## src/rtl/scan_pkg.sv

```systemverilog
// Shared types for the bounce/wrap position scanner: state encoding and direction constants.
package scan_pkg;

  typedef enum logic [1:0] {
    MOVE_UP = 2'd0,
    MOVE_DN = 2'd1,
    HOLD_HI = 2'd2,
    HOLD_LO = 2'd3
  } scan_state_e;

  localparam logic DIR_UP = 1'b1;
  localparam logic DIR_DN = 1'b0;

endpackage

```

## src/rtl/scan_dwell_cnt.sv

```systemverilog
// Loadable down-counter timing the dwell at a bound; done flags the final held step.
module scan_dwell_cnt #(
  parameter int W = 4
) (
  input  logic         clk,
  input  logic         arst_n,
  input  logic         clr,
  input  logic         load,
  input  logic [W-1:0] load_val,
  input  logic         dec,
  output logic         done
);

  logic [W-1:0] count;

  always_ff @(posedge clk or negedge arst_n) begin
    if (!arst_n) begin
      count <= '0;
    end else if (clr) begin
      count <= '0;
    end else if (load) begin
      count <= load_val;
    end else if (dec && (count != '0)) begin
      count <= count - 1'b1;
    end
  end

  // The step that sees a count of one is the last held step.
  assign done = (count == W'(1));

endmodule

```

## src/rtl/bounce_scan_ctrl.sv

```systemverilog
// Position scanner walking pos between runtime bounds lo..hi in bounce or wrap mode.
// Optional dwell at each bound is compiled in with `define BOUNCE_SCAN_DWELL_EN.
module bounce_scan_ctrl
  import scan_pkg::*;
#(
  parameter int POS_W   = 3,
  parameter int DWELL_W = 4
) (
  input  logic               clk,
  input  logic               arst_n,
  input  logic               step,
  input  logic               clr,
  input  logic               wrap,
  input  logic [POS_W-1:0]   lo,
  input  logic [POS_W-1:0]   hi,
  input  logic [DWELL_W-1:0] dwell,
  output logic [POS_W-1:0]   pos,
  output logic               dir,
  output logic               at_edge,
  output logic               holding
);

  scan_state_e      state, state_nxt;
  logic [POS_W-1:0] pos_nxt;
  logic             dir_nxt;
  logic             edge_nxt;
  logic             holding_nxt;
  logic             cnt_load, cnt_dec, cnt_clr, cnt_done;
  logic             dwell_go;

`ifdef BOUNCE_SCAN_DWELL_EN
  scan_dwell_cnt #(.W(DWELL_W)) u_dwell_cnt (
    .clk      (clk),
    .arst_n   (arst_n),
    .clr      (cnt_clr),
    .load     (cnt_load),
    .load_val (dwell),
    .dec      (cnt_dec),
    .done     (cnt_done)
  );
  assign dwell_go    = (dwell != '0);
  assign holding_nxt = (state_nxt == HOLD_HI) || (state_nxt == HOLD_LO);
`else
  logic unused_dwell;
  assign unused_dwell = ^{dwell, cnt_load, cnt_dec, cnt_clr};
  assign cnt_done     = 1'b0;
  assign dwell_go     = 1'b0;
  assign holding_nxt  = 1'b0;
`endif

  always_ff @(posedge clk or negedge arst_n) begin
    if (!arst_n) begin
      state   <= MOVE_UP;
      pos     <= '0;
      dir     <= DIR_UP;
      at_edge <= 1'b0;
      holding <= 1'b0;
    end else begin
      state   <= state_nxt;
      pos     <= pos_nxt;
      dir     <= dir_nxt;
      at_edge <= edge_nxt;
      holding <= holding_nxt;
    end
  end

  always_comb begin
    state_nxt = state;
    pos_nxt   = pos;
    dir_nxt   = dir;
    edge_nxt  = 1'b0;
    cnt_load  = 1'b0;
    cnt_dec   = 1'b0;
    cnt_clr   = 1'b0;

    if (clr) begin
      pos_nxt   = lo;
      dir_nxt   = DIR_UP;
      state_nxt = MOVE_UP;
      cnt_clr   = 1'b1;
    end else if (lo >= hi) begin
      // Degenerate window: park on lo every cycle, motion state frozen.
      pos_nxt = lo;
    end else if (step) begin
      if (pos < lo) begin
        pos_nxt   = lo;
        dir_nxt   = DIR_UP;
        state_nxt = MOVE_UP;
      end else if (pos > hi) begin
        pos_nxt   = hi;
        dir_nxt   = DIR_DN;
        state_nxt = MOVE_DN;
      end else begin
        case (state)
          MOVE_UP: begin
            if (pos < hi) begin
              pos_nxt = pos + 1'b1;
              if (pos_nxt == hi) begin
                edge_nxt = 1'b1;
                if (!wrap) begin
                  if (dwell_go) begin
                    state_nxt = HOLD_HI;
                    cnt_load  = 1'b1;
                  end else begin
                    state_nxt = MOVE_DN;
                    dir_nxt   = DIR_DN;
                  end
                end
              end
            end else if (wrap) begin
              pos_nxt  = lo;
              edge_nxt = 1'b1;
            end else begin
              // Sitting on hi while moving up only happens after a mode or bound change.
              pos_nxt   = hi - 1'b1;
              dir_nxt   = DIR_DN;
              state_nxt = MOVE_DN;
              edge_nxt  = (pos_nxt == lo);
            end
          end

          MOVE_DN: begin
            if (wrap) begin
              dir_nxt   = DIR_UP;
              state_nxt = MOVE_UP;
            end else if (pos > lo) begin
              pos_nxt = pos - 1'b1;
              if (pos_nxt == lo) begin
                edge_nxt = 1'b1;
                if (dwell_go) begin
                  state_nxt = HOLD_LO;
                  cnt_load  = 1'b1;
                end else begin
                  state_nxt = MOVE_UP;
                  dir_nxt   = DIR_UP;
                end
              end
            end else begin
              pos_nxt   = lo + 1'b1;
              dir_nxt   = DIR_UP;
              state_nxt = MOVE_UP;
              edge_nxt  = (pos_nxt == hi);
            end
          end

          HOLD_HI: begin
            cnt_dec = 1'b1;
            if (cnt_done) begin
              state_nxt = MOVE_DN;
              dir_nxt   = DIR_DN;
            end
          end

          HOLD_LO: begin
            cnt_dec = 1'b1;
            if (cnt_done) begin
              state_nxt = MOVE_UP;
              dir_nxt   = DIR_UP;
            end
          end

          default: begin
            state_nxt = MOVE_UP;
          end
        endcase
      end
    end
  end

endmodule

```

## config.mk

```make
export PLATFORM = sky130hd
export DESIGN_NAME = bounce_scan_ctrl
export DESIGN_NICKNAME = d
export VERILOG_FILES = /design/src/rtl/scan_pkg.sv /design/src/rtl/scan_dwell_cnt.sv /design/src/rtl/bounce_scan_ctrl.sv
export SDC_FILE = /design/constraint.sdc
export NUM_CORES = 1
export LEC_CHECK = 0
export ABC_CLOCK_PERIOD_IN_PS = 2300
export CORE_UTILIZATION = 40
export CTS_CLUSTER_SIZE = 14
export DETAILED_ROUTE_END_ITERATION = 16
export PLACE_DENSITY = 0.67
export SLEW_MARGIN = 20
export SYNTH_ARGS = -nofsm -noshare
export SYNTH_HDL_FRONTEND = slang
export SYNTH_HIERARCHICAL = 1
export SYNTH_SLANG_ARGS = --single-unit
export TNS_END_PERCENT = 50
```

## constraint.sdc

```tcl
create_clock -name clk -period 2.3 [get_ports clk]
set_clock_uncertainty 0.15 [all_clocks]
set_input_delay 0.345 -clock clk [delete_from_list [all_inputs] [get_ports clk]]
set_output_delay 0.345 -clock clk [all_outputs]
set_load 0.02 [all_outputs]
```

After elaboration in Yosys (flattened, before gate mapping)
Cells that the tools add are included.
{ "word_totals": {"ff_bits": 7, "romBits": 0, "mem_count": 0, "ram_bits": 0, "latch_bits": 0, "output_inout_bits": 6, "elab_cells": 78} }
{ "op_classes": {"eq_ne": 12, "n_lt_le_gt_ge": 5, "reduce_logical": 7, "div": 0, "bitwise": 0, "n_mul": 0, "addsub": 4, "shifts": 0, "n_mux": 46} }
{ "ops": {"columns": ["cell", "count"], "rows": [
  ["3-bit two-way mux", 9],
  ["1-bit two-way mux", 22],
  ["2-bit two-way mux", 11],
  ["3-bit == test", 4],
  ["6-bit inequality test, second input constant", 2],
  ["7-bit inequality test, second input constant", 1],
  ["3-bit by 1-bit adder with 3-bit output, second input constant", 2],
  ["3-bit > comparator", 2],
  ["3-bit less-than comparator", 2],
  ["3-bit one-hot mux with 2 select lines", 1],
  ["6-bit nonzero test", 1],
  ["3-bit by 1-bit subtractor with 3-bit output, second input constant", 2],
  ["5-bit AND reduction", 1],
  ["2-bit == test, second input constant", 2],
  ["4-bit by 1-bit inequality test with 1-bit output, second input constant", 1],
  ["1-bit one-hot mux with 2 select lines", 2],
  ["2-bit one-hot mux with 2 select lines", 1],
  ["3-bit >= comparator", 1],
  ["3-bit AND reduction", 1],
  ["3-bit nonzero test", 1],
  ["2-bit by 1-bit == test with 1-bit output, second input constant", 1],
  ["2-bit zero test", 1],
  ["2-bit inequality test, second input constant", 1],
  ["2-bit nonzero test", 1],
  ["2-bit OR reduction", 1]
]} }

Longest topological paths before layout
{ "logic_depth": {"ltp_word": 11, "depth_mapped": 7, "depth_no_buf": 7} }

Least setup slack after synthesis
No wires, ideal clock.
{ "synth_timing": {"path_kind": "register to register", "from": "reg pos[2]", "to": "reg at_edge", "path_buffers": 0, "arrival_ns": 2.092, "period_less_slack_ns": 2.320, "path_stages_with_launch": 7, "setup_time_ns": 0.077, "setup_slack_ns": -0.020, "path_cell_list": "dfrtp_1 ha_1 nand3b_1 a21oi_2 or4_1 a211o_1 a21oi_1"} }
{ "synth_via": {"elab_chain_len": 11} }
{ "synth_lines": {"columns": ["element", "line", "rtl"], "rows": [
  ["from (decl)", "bounce_scan_ctrl.sv:17", "output logic [POS_W-1:0] pos,"],
  ["from (signal assigned)", "bounce_scan_ctrl.sv:60", "pos <= pos_nxt;"],
  ["3-bit by 1-bit subtractor with 3-bit output", "bounce_scan_ctrl.sv:127", "pos_nxt = pos - 1'b1;"],
  ["3-bit == test", "bounce_scan_ctrl.sv:128", "if (pos_nxt == lo) begin"],
  ["1-bit two-way mux", "bounce_scan_ctrl.sv:128", null],
  ["1-bit two-way mux", "bounce_scan_ctrl.sv:126", "end else if (pos > lo) begin"],
  ["1-bit two-way mux", "bounce_scan_ctrl.sv:123", "if (wrap) begin"],
  ["1-bit one-hot mux with 2 select lines", "bounce_scan_ctrl.sv:94", "case (state)"],
  ["1-bit two-way mux", "bounce_scan_ctrl.sv:89", "end else if (pos > hi) begin"],
  ["1-bit two-way mux *", "bounce_scan_ctrl.sv:85", "if (pos < lo) begin"],
  ["1-bit two-way mux *", "bounce_scan_ctrl.sv:84", "end else if (step) begin"],
  ["1-bit two-way mux *", "bounce_scan_ctrl.sv:81", "end else if (lo >= hi) begin"],
  ["1-bit two-way mux *", "bounce_scan_ctrl.sv:76", "if (clr) begin"],
  ["net edge_nxt", "bounce_scan_ctrl.sv:26", "logic edge_nxt;"],
  ["to (signal assigned)", "bounce_scan_ctrl.sv:62", "at_edge <= edge_nxt;"],
  ["to (decl)", "bounce_scan_ctrl.sv:19", "output logic at_edge,"]
]} }
The timed path passes the listed nets; every way through them passes the cells marked *.
A chain may end at the register's enable or synchronous reset.

Final worst setup path
{ "layout_timing": {"from": "in hi[2]", "to": "reg pos[0]"} }
{ "layout_via": {"elab_chain_len": 8} }
{ "layout_lines": {"columns": ["element", "line", "rtl"], "rows": [
  ["from (decl)", "bounce_scan_ctrl.sv:15", "input logic [POS_W-1:0] hi,"],
  ["3-bit less-than comparator", "bounce_scan_ctrl.sv:96", "if (pos < hi) begin"],
  ["3-bit two-way mux", "bounce_scan_ctrl.sv:96", null],
  ["3-bit one-hot mux with 2 select lines", "bounce_scan_ctrl.sv:94", null],
  ["3-bit two-way mux", "bounce_scan_ctrl.sv:89", null],
  ["3-bit two-way mux", "bounce_scan_ctrl.sv:85", null],
  ["3-bit two-way mux", "bounce_scan_ctrl.sv:84", null],
  ["3-bit two-way mux", "bounce_scan_ctrl.sv:81", null],
  ["3-bit two-way mux", "bounce_scan_ctrl.sv:76", null]
]} }
Several ways; a longest one is shown, not always the timed one. The select of a mux whose other input is x is not followed.

==> run_results.csv <==
group,metric,value,unit
timing,finalCriticalPeriod,2.26,ns
route,drc_errors,0,
critical_path,setup.worst_path.class,"in2reg",
synth,yosysSeqAreaShare,0.146,
cells_and_area,ff_latch_area,154,sq um
cells_and_area,area_delta_synth_final,41.2,%
cts,root_buffer,"clkbuf_4",
outcome,status,"finished, final reports clean",
cts,cts_buffers,3,
power,powerDensity,612,nW/um^2
cts,clkLatencyLatePin,0.25,ns
cts,hold_buffers,0,
critical_path,worst_path_most_repeated_cell,"a211oi_1",
cells_and_area,drive_gt1_frac,0.277,
route,drt_iter0_markers,49,
power,power_frac_clock,0.121,
synth,yosysTopAreaCell,"ha_1",
timing,max_freq,443,MHz
synth,ys.flop_type,"dfrtp_1",
critical_path,slowest_delay,0.50,ns
flow_run,cap_violations,0,
critical_path,cp.depth,8,
cells_and_area,fillers,231,
global_routing,grt-ovfl-total,0,
power,irDropWorstVdd,430,uV
power,leakage,0.643,nW
timing,period_share,0.981,
die,die_height,52.9,um
critical_path,end_kind,"register",
critical_path,crit_chain,"clkdlybuf4s50_1, inv_1, ha_4, and3b_1, nor2_1, a211oi_1, a211oi_1, o211ai_1",
synth,yosys_warnings,6,
critical_path,worst-path-buf-inv,2,
placement,post-place-ws,-0.419,ns
die,io_pins,21,
timing,slew_viol_final,0,
cells_and_area,n_antenna_cell,0,
synth,syn-num-nets,149,
critical_path,critPathCapture,"pos[0]$_DFFE_PN0P_",
die,dieArea,2790,sq um
synth,syn_inst,121,
power,p_sw,387,uW
route,num_vias,1137,
cts,cts_buffer_depth,2,
placement,dp_hpwl,2520,um
synth,synth_edf_count,0,
global_routing,groute.usage.overall,0.241,
timing,setup_ws,0.0438,ns
critical_path,cp.required,2.25,ns
power,p_int,507,uW
critical_path,arrival,2.21,ns
timing,hold_viol_final,0,
power,power_frac_comb,0.709,
placement,placed_cell_area,1360,sq um
cts,ctsHtreeMaxLevel,1,
die,row_count,18,
route,first_pass_iters,4,
die,core-area,2450,sq um
cts,clk_pin_slew,0.06,ns
power,power_frac_seq,0.170,
critical_path,slowest_stage,"clkdlybuf4s50_1",
route,avgRoutedWirePerCell,16.7,um
critical_path,r2r_setup_slack,0.11,ns
hold_path,hp-class,"in2async",
route,wl,3170,um
synth,synth_area,1030,sq um
critical_path,crit_family,"buffers and inverters",
cts,cts_tree,"done",
critical_path,rr_worst_depth,8,
power,swShare,0.433,
route,ant_nets,0,
synth,synth_cell_types,47,
die,fp.dieW,52.9,um
critical_path,cp_max_fo,5,
global_routing,grt_max_degree,11,
global_routing,antenna_found_initial,0,
cells_and_area,fin_nets,188,
synth,async_flop_share,1.00,
placement,place.gp.congestion,0.825,
critical_path,r2r_start,"pos[0]$_DFFE_PN0P_",
cells_and_area,multi_input_area,885,sq um
synth,synth_common_cells,"13 x ha_1, 11 x inv_1, 8 x xnor2_1",
route,vias_per_cell,6.02,
global_routing,first_global_vias,1087,
synth,syn_area_per_cell,8.55,sq um
placement,place.port_buffers,15,
critical_path,r2r_end,"pos[1]$_DFFE_PN0P_",
cells_and_area,design_area,1460,sq um
synth,yosysTopAreaCellShare,0.157,
synth,synth.area.top_cells,"ha_1 16%, dfrtp_1 12%, xnor2_1 6.8%, a211oi_1 4.4%, inv_1 4.0%",
synth,synth-seq-cells,6,
cts,post_cts_buffers,0,
cts,cts.sinks,6,
global_routing,grt_pass1_wl,4830,um
die,start_util,0.422,
synth,yosysMostFrequentCell,"ha_1",
cells_and_area,finish.utilization,0.595,
timing,finalSetupViolations,0,
critical_path,start_kind,"primary input",
critical_path,cp-startpoint,"hi[2]",
sequential cells by signal, indices dropped and copies added (netlist names):
register and cells:
dir 1, pos 3, state 1, at_edge 1
timing repair:
action                                  CTS  global route
pin swaps                                 3             6
endpoints found under the setup margin    5             5
gates resized for setup                   9            10
metal layers:
| layer | track usage | up-vias | wire length [um] |
|---|---|---|---|
| met5 | 0 | - | 0 |
| met4 | 0.0439 | 0 | 41 |
| met2 | 0.443 | 57 | 1590 |
| met3 | 0.0287 | 6 | 254 |
| met1 | 0.300 | 535 | 1280 |
| li1 | - | 539 | - |
per-stage QoR:
| step | instances | hold WS, ns | power [mW] | setup TNS [ns] |
|---|---|---|---|---|
| floorplan | 121 | -0.101 | 0.500 | 0 |
| global placement | 185 | 0.442 | 0.709 | -1.65 |
| detailed placement | 185 | 0.453 | 0.725 | -2.18 |
| CTS | 189 | 0.179 | 0.854 | 0 |
| global route | 189 | 0.182 | 0.961 | -0.0579 |
| finish | 189 | 0.179 | 0.894 | 0 |
layout by cell type, fill, tap and decap left out, drive strengths merged, types with 3 or more instances in the layout:
cell	instances
buf	22
ha	13
clkdlybuf4s50	11
inv	11
xnor2	8
a21oi	7
nand2	6
a211oi	6
nor2	5
dfrtp	5
o211ai	4
a21o	4
o21ai	4
clkbuf	4
nor3	3
xor2	3
nand3	3
dlygate4sd2	3
how the worst min path moves through the flow:
stage / startpoint / end / slack [ns]
after detailed placement: arst_n / pos[1]$_DFFE_PN0P_ / 0.45
final: arst_n / at_edge$_DFF_PN0_ / 0.18
after CTS: arst_n / pos[1]$_DFFE_PN0P_ / 0.18
after floorplan: arst_n / at_edge$_DFF_PN0_ / -0.10
after global routing: arst_n / at_edge$_DFF_PN0_ / 0.18
after global placement: arst_n / at_edge$_DFF_PN0_ / 0.44
power groups by stage:
stage | registers, mW | clock network (mW) | logic (mW)
after floorplan | 0.158 | 0 | 0.342
after global placement | 0.146 | 0 | 0.563
after detailed placement | 0.148 | 0 | 0.577
after CTS | 0.148 | 0.112 | 0.594
after global routing | 0.152 | 0.122 | 0.687
final | 0.152 | 0.109 | 0.634
layout make-up:
class / count / share of cell area
clock buffer: 4 / 0.0180
timing repair buffer: 37 / 0.217
sequential: 6 / 0.105
tap: 30 / 0.0257
inverter: 11 / 0.0283
multi-input combinational: 101 / 0.605
cell families after synthesis:
logic type      after synthesis  share of synthesized area
compound gates               43                      0.318
simple gates                 28                      0.149
buf+inv                      14                     0.0689
fa+ha+maj                    13                      0.157
xor+xnor                     12                      0.116
flops                         6                      0.146
mux                           4                     0.0411
other cells                   1                    0.00362
Power figures use the tool's default switching activity.
